==> src/rtl/line_buffer_pkg.sv <==
// Shared types and default geometry for the LSU line buffer.
package BoomLSUST;

    localparam int NLINES = 2;
    localparam int NBEATS = 8;
    localparam int DATA_W = 64;

    localparam int LINE_W = (NLINES > 1) ? $clog2(NLINES) : 1;
    localparam int BEAT_W = (NBEATS > 1) ? $clog2(NBEATS) : 1;

    // Read request: which slot and which beat within it.
    typedef struct packed {
        logic [LINE_W-1:0] line;
        logic [BEAT_W-1:0] beat;
    } LineBufferReadReqST;

endpackage

==> src/rtl/line_buffer_resp_reg.sv <==
// Single-entry valid/ready holding register for read responses.
// Accepts a new entry when empty or when the current one is leaving.
module lb_resp_reg #(
    parameter int DATA_W = 64
) (
    input  logic              clock,
    input  logic              reset,
    input  logic              in_valid_i,
    output logic              in_ready_o,
    input  logic [DATA_W-1:0] in_data_i,
    output logic              out_valid_o,
    input  logic              out_ready_i,
    output logic [DATA_W-1:0] out_data_o
);

    logic              valid_q;
    logic              valid_d;
    logic              load;
    logic [DATA_W-1:0] data_q;

    // Next-state: a load wins, otherwise the entry drains on handshake.
    always_comb begin
        in_ready_o = !valid_q || out_ready_i;
        load       = in_valid_i && in_ready_o;
        valid_d    = load || (valid_q && !out_ready_i);
    end

    // Occupancy flag, cleared by synchronous active-low reset.
    always_ff @(posedge clock) begin
        if (!reset) begin
            valid_q <= 1'b0;
        end else begin
            valid_q <= valid_d;
        end
    end

    // Payload only changes on load, so it stays stable while stalled.
    always_ff @(posedge clock) begin
        if (load) begin
            data_q <= in_data_i;
        end
    end

    assign out_valid_o = valid_q;
    assign out_data_o  = data_q;

endmodule

==> src/rtl/line_buffer.sv <==
// Line buffer: refill beats stream into per-slot storage, and any beat that
// has landed can be read back out of order through a 1-deep response register.
module line_buffer
    import BoomLSUST::LineBufferReadReqST;
#(
    parameter int  NLINES = BoomLSUST::NLINES,
    parameter int  NBEATS = BoomLSUST::NBEATS,
    parameter int  DATA_W = BoomLSUST::DATA_W,
    parameter type T      = LineBufferReadReqST,
    localparam int LW     = (NLINES > 1) ? $clog2(NLINES) : 1,
    localparam int BW     = (NBEATS > 1) ? $clog2(NBEATS) : 1
) (
    input  logic              clock,
    input  logic              reset,
    input  logic              io_alloc_valid,
    input  logic [LW-1:0]     io_alloc_line,
    input  logic              io_refill_valid,
    output logic              io_refill_ready,
    input  logic [LW-1:0]     io_refill_line,
    input  logic [DATA_W-1:0] io_refill_data,
    output logic              io_refill_done,
    input  logic              io_req_valid,
    output logic              io_req_ready,
    input  T                  io_req,
    output logic              io_resp_valid,
    input  logic              io_resp_ready,
    output logic [DATA_W-1:0] io_resp_data
);

    logic [NBEATS-1:0] bv_q  [NLINES];
    logic [BW-1:0]     cnt_q [NLINES];
    logic [DATA_W-1:0] mem_q [NLINES][NBEATS];
    logic              done_q;
    logic              done_d;

    logic              refill_hs;
    logic [BW-1:0]     wr_beat;
    logic              wr_last;
    logic              req_ok;
    logic              rr_in_ready;
    logic              rr_valid;
    logic [DATA_W-1:0] rd_data;
    logic [DATA_W-1:0] rr_data;

    // Refill acceptance: a slot being cleared this cycle refuses its beat.
    always_comb begin
        io_refill_ready = reset && !(io_alloc_valid && (io_alloc_line == io_refill_line));
        refill_hs       = io_refill_valid && io_refill_ready;
        wr_beat         = cnt_q[io_refill_line];
        wr_last         = (wr_beat == BW'(NBEATS - 1));
        done_d          = refill_hs && wr_last;
    end

    // Read gating: beat must be valid and not being rewritten or cleared now.
    always_comb begin
        req_ok = reset && bv_q[io_req.line][io_req.beat];
        if (refill_hs && (io_refill_line == io_req.line) && (wr_beat == io_req.beat)) begin
            req_ok = 1'b0;
        end
        if (io_alloc_valid && (io_alloc_line == io_req.line)) begin
            req_ok = 1'b0;
        end
        io_req_ready = req_ok && rr_in_ready;
        rd_data      = mem_q[io_req.line][io_req.beat];
    end

    // Beat-valid bits, fill counters and the done pulse.
    always_ff @(posedge clock) begin
        if (!reset) begin
            for (int l = 0; l < NLINES; l++) begin
                bv_q[l]  <= '0;
                cnt_q[l] <= '0;
            end
            done_q <= 1'b0;
        end else begin
            done_q <= done_d;
            if (refill_hs) begin
                bv_q[io_refill_line][wr_beat] <= 1'b1;
                cnt_q[io_refill_line]         <= wr_last ? '0 : wr_beat + 1'b1;
            end
            if (io_alloc_valid) begin
                bv_q[io_alloc_line]  <= '0;
                cnt_q[io_alloc_line] <= '0;
            end
        end
    end

    // Beat storage is never reset; beat-valid bits guard every read.
    always_ff @(posedge clock) begin
        if (refill_hs) begin
            mem_q[io_refill_line][wr_beat] <= io_refill_data;
        end
    end

    lb_resp_reg #(
        .DATA_W (DATA_W)
    ) u_resp (
        .clock       (clock),
        .reset       (reset),
        .in_valid_i  (io_req_valid && req_ok),
        .in_ready_o  (rr_in_ready),
        .in_data_i   (rd_data),
        .out_valid_o (rr_valid),
        .out_ready_i (io_resp_ready),
        .out_data_o  (rr_data)
    );

    assign io_refill_done = done_q && reset;
    assign io_resp_valid  = rr_valid && reset;
    assign io_resp_data   = rr_data;

endmodule

==> config.mk <==
export PLATFORM = sky130hd
export DESIGN_NAME = line_buffer
export DESIGN_NICKNAME = d
export VERILOG_FILES = /design/src/rtl/line_buffer_pkg.sv /design/src/rtl/line_buffer_resp_reg.sv /design/src/rtl/line_buffer.sv
export SDC_FILE = /design/constraint.sdc
export NUM_CORES = 1
export LEC_CHECK = 0
export CAP_MARGIN = 20
export CORE_MARGIN = 2
export CORE_UTILIZATION = 55
export CTS_CLUSTER_SIZE = 28
export DETAILED_ROUTE_END_ITERATION = 8
export PLACE_DENSITY = 0.72
export SLEW_MARGIN = 5
export SYNTH_ARGS = -nofsm -noshare
export SYNTH_HDL_FRONTEND = slang
export SYNTH_SLANG_ARGS = --single-unit
==> constraint.sdc <==
create_clock -name clock -period 12.8 [get_ports clock]
set_input_delay 3.84 -clock clock [delete_from_list [all_inputs] [get_ports clock]]
set_output_delay 3.84 -clock clock [all_outputs]
set_load 0.02 [all_outputs]
Word-level counts from Yosys, hierarchy flattened
Memory sizes are Yosys's and may differ from the RTL's. Cells that the tools add are included.

Add/sub/neg operators: 1. Magnitude comparators: 6. Equality and inequality tests: 5. Multiplexer cells: 33. Bitwise operators: 2. Reduce and logical (&&, ||, !) cells: 25.

Operators with widths (number): 512-bit 2-to-1 mux (1); 64-bit binary-select mux with 3-bit select (1); 64-bit demux with 3-bit select (1); 64-bit 2-to-1 mux (3); 8-bit 2-to-1 mux (4); 1-bit 2-to-1 mux (18); 1-bit logical AND (16); 8-bit OR reduction (2); 3-bit 2-to-1 mux (3); 4-bit >= comparator, second input constant (2); 3-bit by 4-bit < comparator with 1-bit output, second input constant (2); 3-bit NOT with 4-bit output (2); 3-bit OR reduction (2); 4-bit by 1-bit < comparator with 1-bit output, second input constant (1); 3-bit by 1-bit adder with 3-bit output, second input constant (1); 1-bit binary-select mux with 3-bit select (1); 1-bit demux with 3-bit select (1); 1-bit equality test (3); 3-bit equality test (1); 3-bit equality test, second input constant (1); 3-bit by 1-bit >= comparator with 1-bit output, second input constant (1); 1-bit logical NOT (3); 1-bit logical OR (2).

Register bits after elaboration: 66. RAM bits: 1046. Bits of input ports: 76. Output and inout bits: 68. Memories: 3.

Memories: mem_q (words 2, width 512, read ports 1, clocked after Yosys merged registers in 0, wr ports 1, line line_buffer.sv:32) `logic [DATA_W-1:0] mem_q [NLINES][NBEATS];`; bv_q (words 2, width 8, read ports 1, clocked after Yosys merged registers in 0, wr ports 2, line line_buffer.sv:30) `logic [NBEATS-1:0] bv_q [NLINES];`; cnt_q (words 2, width 3, read ports 1, clocked after Yosys merged registers in 0, wr ports 2, line line_buffer.sv:31) `logic [BW-1:0] cnt_q [NLINES];`.

Depth between registers and ports, before layout
Gate-level depths: netlist of the first run.

Word-level depth: 12. Mapped depth: 7.

By module
Synthesis of the first run repeated with hierarchy kept, for this count alone.

Cell total of the unflattened synthesis: 1648. Area total of the unflattened synthesis: 41641.2 µm².

Modules (own cells, without submodules): line_buffer (instances 1, cells each 1579, area each 39661.8 µm², sequential area each 31209.9 µm²); lb_resp_reg (instances 1, cells each 69, area each 1979.4 µm², sequential area each 1941.9 µm²).

Worst setup path after synthesis of the first run
Ideal clock, no wire load.

Kind: in2reg. Start: in io_req[0] (netlist name). End: reg u_resp.data_q[0] (netlist: u_resp.out_data_o[0]) (enable). Setup time: 667 ps. Arrival: 11446 ps. Data required time: 12133 ps. Slack: 688 ps. Cell stages on the path: 5. Path buffers: 3. Cell sequence: clkbuf_1 buf_2 buf_2 mux2_2 nor4b_1.

Cells in the longest elaborated chain, start to end: 7. Elaborated cells between the ends (all ways): 9.

RTL lines: from (decl) (line line_buffer.sv:24) `input T io_req,`; 1-bit binary-select mux with 3-bit select (line line_buffer.sv:56) `req_ok = reset && bv_q[io_req.line][io_req.beat];`; 1-bit 2-to-1 mux (implied by the code) (line line_buffer.sv:56); 1-bit logical AND (line line_buffer.sv:56); 1-bit 2-to-1 mux (*) (line line_buffer.sv:57) `if (refill_hs && (io_refill_line == io_req.line) && (wr_beat == io_req.beat)) begin`; 1-bit 2-to-1 mux (*) (line line_buffer.sv:60) `if (io_alloc_valid && (io_alloc_line == io_req.line)) begin`; 1-bit logical AND (*) (line line_buffer.sv:100) `.in_valid_i (io_req_valid && req_ok),`; 1-bit logical AND (*) (line line_buffer_resp_reg.sv:24) `load = in_valid_i && in_ready_o;`; named net u_resp.load (line line_buffer_resp_reg.sv:18) `logic load;`; to (signal assigned) (line line_buffer_resp_reg.sv:40) `data_q <= in_data_i;`; to (decl) (line line_buffer_resp_reg.sv:19) `logic [DATA_W-1:0] data_q;`.

Mark *: on every way through the listed nets, which the timed path passes. The rest lies on a longest branch. The select of a mux whose other input is x is not followed. A chain may end at the register's enable or synchronous reset.

Final worst setup path of the first run
Start: in reset. End: out io_req_ready.

Cells in the longest elaborated chain, start to end: 7. Elaborated cells between the ends (all ways): 8.

RTL lines: from (decl) (line line_buffer.sv:14) `input logic reset,`; 1-bit logical AND (line line_buffer.sv:47) `io_refill_ready = reset && !(io_alloc_valid && (io_alloc_line == io_refill_line));`; 1-bit logical AND (line line_buffer.sv:48) `refill_hs = io_refill_valid && io_refill_ready;`; 1-bit logical AND (2 in a row) (line line_buffer.sv:57); 1-bit 2-to-1 mux (*) (line line_buffer.sv:57); 1-bit 2-to-1 mux (*) (line line_buffer.sv:60); 1-bit logical AND (*) (line line_buffer.sv:63) `io_req_ready = req_ok && rr_in_ready;`; to (decl) (line line_buffer.sv:23) `output logic io_req_ready,`.

Every way passes the cells marked *; elsewhere a longest branch is shown, timed or not.

==> results by stage, run 1 <==
Critical path:
- The type of destination of the critical path is an output pin.
- Data on the critical path is required at its endpoint by 8960 ps.
- Data arrives at the worst endpoint at 6880 ps.
- The critical path startpoint category is a primary input.
- For the worst flop-to-flop path, the logic depth is 6.
- The classification of the worst setup path is primary input to output pin.
- The largest fanout of any net on the critical path is 31.

Die:
- The initial utilization of the core area, before any placement, comes to 0.5580.
- The floorplan step defined a die boundary enclosing between 0.07 and 0.08 mm2.
- The count of boundary I/O pins is 144.
- From left edge to right edge, the die measures 279.3 um.
- The area of the core is around 0.075 mm2.
- The floorplan step set the die height to 279.3 um.
- The floorplan has 100 rows.

Logic synthesis:
- The compound-gate portion of the synthesized area came to 0.007145.
- Summing every instance area after synthesis gives 0.04168 mm2.
- The cell taking the most area after synthesis is sky130_fd_sc_hd__edfxtp_1.
- Yosys mapped the design onto 40 distinct sky130hd cell types.
- Among all flip-flop cells after synthesis, the most frequent one is sky130_fd_sc_hd__edfxtp_1.
- The post-synthesis xor/xnor area fraction is 0.001441.
- By area, the combinational part of the netlist is dominated by multiplexers.
- The synthesized netlist net count is 1721.
- In this run, synthesis inferred between 1000 and 1500 flip-flops with an integrated enable.
- The number of synthesized register bits is about 1100.
- The share of the Yosys chip area taken by registers is 0.7954.
- The area share of the leading cell type in the synthesized netlist is 0.7839.
- The multiplexer area fraction after synthesis is 0.1769.
- After synthesis, the share of flip-flops with an asynchronous set or reset is 0.
- Averaged over all synthesized cells, the footprint is roughly 25 um2.
- After synthesis, the cell types taking the most area are sky130_fd_sc_hd__edfxtp_1, sky130_fd_sc_hd__mux4_2, sky130_fd_sc_hd__dfxtp_1, sky130_fd_sc_hd__buf_2, sky130_fd_sc_hd__clkbuf_1.
- The Yosys step of the flow raised 0 warnings.
- The post-synthesis instance total is 1643.
- Of the total synthesized cell area, the portion taken by AND, OR, NAND and NOR gates is 0.007685.
- Of the total synthesized cell area, the portion taken by full adders, half adders and majority gates is 0.0006004.

Placement:
- The final estimated routing congestion in global placement is just under 0.8.
- The wire-length estimate of the detail-placed layout is between 40 and 50 mm.
- During placement, the flow inserted port buffers numbering 143.
- The total placed instance area is 0.04432 mm2.
- The number of cells in the design after placement is roughly 2700.

CTS:
- The clock edge transition at the registers on the reported setup and hold paths is approximately 50 ps.
- Clock latency on the worst-skew pair, taken at its later pin, is 670 ps.
- Hold repair after CTS inserted 0 buffers.
- The level count of the clock H-tree is 3.
- The clock sink total is 1112.
- The maximum buffer depth of the clock tree is 3.
- TritonCTS built the clock tree.
- The buffer cell driving the clock tree root is sky130_fd_sc_hd__clkbuf_16.
- The number of buffers inserted during clock tree synthesis is around 100.
- The number of gates resized after CTS was 0.
- Buffers added to address setup during post-CTS repair amount to 0.

Finish:
- The signed area change from the synthesized netlist to the final layout is 14.59%.
- In the final design database the tool counted 1923 nets.
- The total non-filler cell area in the finished layout is 0.04776 mm2.
- Of the cells placed in the final design, the portion with a size suffix greater than 1 is 0.2839.
- The filler cells instantiated in the layout total 4635.
- The post-route non-filler standard cell count is 2904.

STA:
- For the pin with the worst max-slew slack, the measured transition is 1143 ps.
- The remaining max-slew budget at the tightest pin is 0.2382.
- The setup total negative slack is 0 ps.
- For the finished layout, the period the worst path requires is 10720 ps.
- The setup violation total in the final timing report is 0.
- Across the routed clock network, the largest skew measured is 32.31 ps.
- The portion of the clock cycle consumed by the worst path in the final layout is 0.8377.
- The final-report max-slew violation count was 0.
- Setup repair after global routing left no endpoint under its margin.
- The peak clock frequency supported by timing is 93.26 MHz.
- The final count of hold timing violations is 0.

Power:
- VDD sags by at most 0.1049 mV.
- Summing internal, switching and leakage power gives around 7.4 mW.
- In this run the power density over the cells is 154.6 mW/mm2.
- Of the total power, registers draw 0.545.
- The share of total power dissipated in the clock network is 0.416.
- The combinational cell fraction of total power is 0.039.
- The leakage dissipation is 14.78 nW.
- Of the total power, the share spent switching nets is 0.1972.
- For this design the total switching power over the nets is 1.456 mW.
- The cell-internal power is 5.927 mW.

Route:
- The via count of the routed design is 18200.
- Using the TritonRoute via totals, the vias-per-cell ratio works out to 6.267.
- After detailed routing, the number of remaining DRC violations is 0.
- The detailed router's first-iteration violation count is between 2000 and 2500.
- The detailed-router iteration count before antenna repair is 5.
- The final routed wire length divided by cell count is 29.48 um.
- Once detail routing completed, the nets flagged for antenna violations numbered 0.
- For this block, the routed nets add up to 85.60 mm of wire.

Global route:
- The via count of the first global-routing pass is around 19000.
- The first global-routing pass estimated 126.2 mm of wire.
- The overall routing resource usage is 0.2244.
- The largest net degree at the start of global routing is 119.
- Global routing finished with a remaining overflow of 0.
- The initial antenna violation count was 11.

Min path:
- Counting instances, the worst hold path has a depth of 2.
- The min-delay analysis places its worst path in the category flip-flop to flip-flop.

Job:
- The count of maximum capacitance violations is 0.

Run status:
- The flow ran to the end, and the final reports show no timing, DRC or antenna violations.
-- registers in the layout (all words and copies together), names as in the netlist --
signal / cells
u_resp.out_data_o: 64
mem_q: 1024
done_q: 1
bv_q: 16
u_resp.out_valid_o: 1
cnt_q: 6
-- final timing paths --
check | slack, ps | start | endpoint
max | 2080 | reset | io_req_ready
min | 490 | bv_q[0][0]$_SDFF_PP0_ | bv_q[0][0]$_SDFF_PP0_
max reg2reg | 9230 | cnt_q[1][1]$_SDFFE_PP0P_ | mem_q[0][147]$_DFFE_PP_
min reg2reg | 490 | bv_q[0][0]$_SDFF_PP0_ | bv_q[0][0]$_SDFF_PP0_
-- per-layer routing --
layer  global-route usage  share of wire  vias up
li1                     -              -     7550
met1               0.3110           0.40     9819
met3              0.03598          0.063      135
met2               0.3730           0.51      683
met5                    0        0.00093        -
met4              0.07044          0.024       12
-- cell usage in the layout, fill, tap and decap left out, drive strengths merged, types with 2 or more instances in the layout --
cell | Yosys | final
buf | 52 | 40
and2 | 2 | 2
mux2i | 5 | 5
a21oi | 7 | 7
mux4 | 324 | 324
nor2 | 30 | 30
nor3 | 7 | 7
clkbuf | 31 | 120
o2111ai | 2 | 2
bufinv | 0 | 13
or3 | 2 | 2
nand2b | 2 | 2
inv | 8 | 13
nand2 | 7 | 7
xnor2 | 5 | 5
clkdlybuf4s50 | 0 | 139
edfxtp | 1088 | 1088
and3 | 3 | 3
a32oi | 5 | 5
clkinv | 0 | 45
a21boi | 2 | 2
dfxtp | 24 | 24
diode | 0 | 5
nor4b | 2 | 2
clkinvlp | 0 | 8
ha | 2 | 2
nand3 | 12 | 12
a2111oi | 3 | 3
a22oi | 11 | 11
-- synthesized netlist by cell type (2+ instances only) --
library cell,number
sky130_fd_sc_hd__a21boi_0,2
sky130_fd_sc_hd__nand3_1,12
sky130_fd_sc_hd__inv_1,6
sky130_fd_sc_hd__a22oi_1,11
sky130_fd_sc_hd__or3_1,2
sky130_fd_sc_hd__mux2i_1,3
sky130_fd_sc_hd__mux4_2,324
sky130_fd_sc_hd__dfxtp_1,24
sky130_fd_sc_hd__clkbuf_1,31
sky130_fd_sc_hd__and3_1,3
sky130_fd_sc_hd__a2111oi_2,2
sky130_fd_sc_hd__and2_1,2
sky130_fd_sc_hd__nor2_1,30
sky130_fd_sc_hd__a32oi_1,5
sky130_fd_sc_hd__nand2b_1,2
sky130_fd_sc_hd__nor3_1,7
sky130_fd_sc_hd__ha_1,2
sky130_fd_sc_hd__buf_2,32
sky130_fd_sc_hd__nand2_1,7
sky130_fd_sc_hd__inv_2,2
sky130_fd_sc_hd__buf_6,9
sky130_fd_sc_hd__o2111ai_1,2
sky130_fd_sc_hd__xnor2_1,4
sky130_fd_sc_hd__buf_1,11
sky130_fd_sc_hd__edfxtp_1,1088
sky130_fd_sc_hd__a21oi_1,6
-- power by group through the flow --
stage,registers (mW),logic (mW),clock network (mW)
floorplan,4.10,0.182,0
global placement,4.10,0.286,0
detailed placement,4.10,0.294,0
CTS,4.02,0.295,3.12
global route,4.02,0.313,3.26
finish,4.02,0.291,3.07
-- metrics by stage --
step | setup slack, ps | hold WS [ps] | utilization
floorplan | 687.5 | 444.6 | -
global placement | 2165 | 470.9 | 0.5930
detailed placement | 2138 | 477.7 | 0.5934
CTS | 2134 | 492.0 | 0.6392
global route | 1890 | 528.8 | 0.6393
finish | 2077 | 486.6 | 0.6394
-- cells by family after synthesis --
group                    after synthesis
AO/OA/AOI/OAI                         34
XOR/XNOR                               6
adder cells (fa/ha/maj)                2
buffers and inverters                 91
flip-flops                          1112
multiplexers                         330
AND/OR/NAND/NOR                       68
-- final cells by class --
cell class                 count  area [um2]  share of cell area
antenna                        5       12.51           0.0002620
clock buffer                 120        2693             0.05638
clock inverter                71       732.0             0.01533
inverter                       8       30.03           0.0006287
multi-input combinational    440        8187              0.1714
sequential                  1112       33150              0.6941
tap                          969        1212             0.02539
timing repair buffer         179        1743             0.03649
-- worst max-delay path, cell delays in order --
cell and delay, ps:
sky130_fd_sc_hd__clkdlybuf4s50_1 1150, sky130_fd_sc_hd__nand2_1 440, sky130_fd_sc_hd__a21oi_2 400, sky130_fd_sc_hd__nor4b_2 400, sky130_fd_sc_hd__nor3_1 100, sky130_fd_sc_hd__clkdlybuf4s50_1 550
Note: power is estimated with default switching activity, not from simulation.
==> run 2, diff against run 1 <==
Clock period 12.8 ns to 10.4 ns, I/O delays scaled along.
==> results by stage, run 2 (synthesis results as in run 1) <==
Run status:
- The run finished with clean final reports.

Finish:
- The layout has 4691 filler cells.
- The signed area change from the synthesized netlist to the final layout is 14.87%.
- Of the cells placed in the final design, the portion with a size suffix greater than 1 is 0.2854.
- The utilization after layout is 0.6410.
- The most flop-heavy register is mem_q.
- The area taken by multi-input logic gates is 0.008195 mm2.
- 0 antenna diodes ended up in the layout.
- The number of flip-flops under the largest register name is 1024.
- After the last flow step, the layout net total stands at 1934.
- The top cell types in the final layout, fill and taps aside, are sky130_fd_sc_hd__edfxtp_1, sky130_fd_sc_hd__mux4_2, sky130_fd_sc_hd__clkdlybuf4s50_1, sky130_fd_sc_hd__clkbuf_16, sky130_fd_sc_hd__buf_4.
- The sequential cells in the finished layout cover a total of 0.03315 mm2.
- The library cell used most frequently in the layout, excluding fill and tap cells, is sky130_fd_sc_hd__edfxtp_1.

Critical path:
- The type of destination of the critical path is an output pin.
- The worst endpoint data arrival time is 5760 ps.
- The slowest cell on the critical path is sky130_fd_sc_hd__clkdlybuf4s50_1.
- The first element of the critical path is reset.
- Walking the worst path, the cells encountered are clkdlybuf4s50_1, buf_4, nand2_1, a21oi_2, nor4b_2, nor3_1, clkdlybuf4s50_1.
- The buffer and inverter count on the worst path is 3.
- The endpoint of the most critical setup path is io_req_ready.
- For flop-to-flop paths, the worst setup slack is 6860 ps.
- The required time of the critical path is between 7000 and 8000 ps.
- The destination of the worst register-to-register timing path is mem_q[0][132]$_DFFE_PP_.
- The startpoint of the worst register-to-register path is cnt_q[1][1]$_SDFFE_PP0P_.
- Measured in cells, the most critical reg-to-reg path has a length of 7.
- The maximum single-stage delay on the critical path is 570 ps.
- The critical path runs through a total of 7 cells.
- The largest fanout of any net on the critical path is 31.
- The worst setup path is launched from a primary input.
- The classification of the worst setup path is primary input to output pin.
- The cell occurring most often along the worst timing path is sky130_fd_sc_hd__clkdlybuf4s50_1.
- The dominant delay contributor by cell family on the critical path is buffers and inverters.

Global route:
- The initial antenna violation count is 5.
- The first global-routing pass estimated 129.6 mm of wire.
- The via count of the first global-routing pass is 19340.
- The overall routing resource usage is 0.2311.
- After global routing the overflow that remains totals 0.
- Entering global routing, the biggest net connects 99 pins.

Route:
- The first TritonRoute pass finished after 5 iterations.
- The detailed router's first-iteration violation count is about 2000.
- The number of nets with antenna violations after routing is 0.
- Using the TritonRoute via totals, the vias-per-cell ratio works out to 6.349.
- The post-detailed-routing wire length is 87.56 mm.
- The final route contains 18480 vias.
- For this run, design rule violations remaining after detail routing come to 0.
- Dividing the detail-routed wire length by the instance count gives approximately 30 um.

STA:
- Setup repair after global routing left no endpoint under its margin.
- The final-report max-slew violation count is 0.
- The final count of hold timing violations is 0.
- In this run the tightest slew margin relative to its limit is 0.3199.
- The smallest clock period supported by the final layout is computed as 8883 ps.
- The peak clock frequency supported by timing is 112.6 MHz.
- The portion of the clock cycle consumed by the worst path in the final layout is 0.8542.
- The actual transition at the worst max-transition pin is 1020 ps.
- The setup violation total in the final timing report is 0.
- The setup skew after layout is 32.76 ps.
- The setup total negative slack is 0 ps.

CTS:
- The clock passes through at most 3 buffers.
- CTS placed an instance of sky130_fd_sc_hd__clkbuf_16 at the clock tree root.
- In this run, CTS created clock tree buffers numbering approximately 110.
- At the later pin of the worst-skew pair, clock insertion delay measures 670 ps.
- The level count of the clock H-tree is 3.
- The setup fix buffers added after clock tree synthesis is 0.
- The clock sink total is about 1100.
- The clock tree from TritonCTS is built.
- The clock edge transition at the registers on the reported setup and hold paths is around 60 ps.
- The number of cells upsized or downsized after cts is 0.
- The count of hold buffers inserted by post-cts repair is 0.

Job:
- Max-cap violations in this run came to 0.

Power:
- The analysis attributes to net switching a power of 1.782 mW.
- The cell-internal power is ~7.4 mW.
- For this design the ratio of total power to cell area is 191.8 mW/mm2.
- Of the total power, the share spent switching nets is 0.1941.
- Across the VDD grid, the largest voltage drop is 0.1863 mV.
- The share of total power dissipated in the clock network is 0.421.
- Summed over all cells, the static leakage comes to 14.89 nW.
- The combinational cell fraction of total power is 0.039.
- The share of power burned in registers is 0.539.

Die:
- The count of boundary I/O pins is 144.
- The count of standard-cell rows is 100.
- For this configuration, the core starts out at a cell density of 0.5580.
- The region available for standard cell placement spans between 0.07 and 0.08 mm2.
- The die span in y is 279.3 um.
- The total die area is between 0.07 and 0.08 mm2.
- From left edge to right edge, the die measures 279.3 um.

Placement:
- The count of buffers added on input and output ports is about 140.
- The HPWL after detailed placement is ~44 mm.
- At the end of routability-driven placement, the weighted congestion stood at 0.8197.

Min path:
- The path class of the tightest hold or removal check is flip-flop to flip-flop.
-- run 2: worst min-delay path by stage --
stage                               start                     to  slack [ps]  cells past startpoint
floorplan           bv_q[1][0]$_SDFF_PP0_  bv_q[1][0]$_SDFF_PP0_         440                      2
global placement    bv_q[1][5]$_SDFF_PP0_  bv_q[1][5]$_SDFF_PP0_         490                      2
global route        bv_q[1][7]$_SDFF_PP0_  bv_q[1][7]$_SDFF_PP0_         550                      2
CTS                 bv_q[1][7]$_SDFF_PP0_  bv_q[1][7]$_SDFF_PP0_         510                      2
detailed placement  bv_q[1][7]$_SDFF_PP0_  bv_q[1][7]$_SDFF_PP0_         490                      2
finish              bv_q[1][7]$_SDFF_PP0_  bv_q[1][7]$_SDFF_PP0_         510                      2
-- run 2: worst min-delay path: cells and delay by family, from the launching register on --
family / cells / cell delay [ps]
DFF: 1 / 340
and+or+nand+nor: 1 / 80
AOI/OAI and AO/OA: 1 / 60
-- run 2: area by class of cell --
class	instances	area share
flip-flops and latches	1112	0.6924
multi-input cells	440	0.1712
clock buffers	127	0.05794
repair buffers	188	0.03740
well taps	969	0.02532
clock inverters	66	0.01513
inverters	8	0.0006272
-- run 2: through the flow --
step	instances	power, mW	hold WS (ps)	instance area [um2]	worst slack [ps]
final	2910	9.184	508.8	47880	1517
after global routing	2910	9.436	545.7	47880	1364
after CTS	2910	9.250	506.6	47880	1491
after detailed placement	2717	5.412	489.3	44380	1511
after global placement	2717	5.400	485.7	44380	1586
after floorplan	1643	5.273	444.6	41690	1333
-- run 2: power groups by stage --
stage	Clock (mW)	Combinational (mW)	Sequential, mW
global placement	0	0.354	5.05
CTS	3.93	0.366	4.95
floorplan	0	0.224	5.05
global route	4.10	0.388	4.95
finish	3.87	0.361	4.95
detailed placement	0	0.364	5.05
-- run 2: layer usage --
| layer | track usage | part of all wire |
|---|---|---|
| met2 | 0.3862 | 0.52 |
| met4 | 0.06190 | 0.019 |
| met3 | 0.03715 | 0.073 |
| met5 | 0 | 0.00065 |
| met1 | 0.3229 | 0.39 |
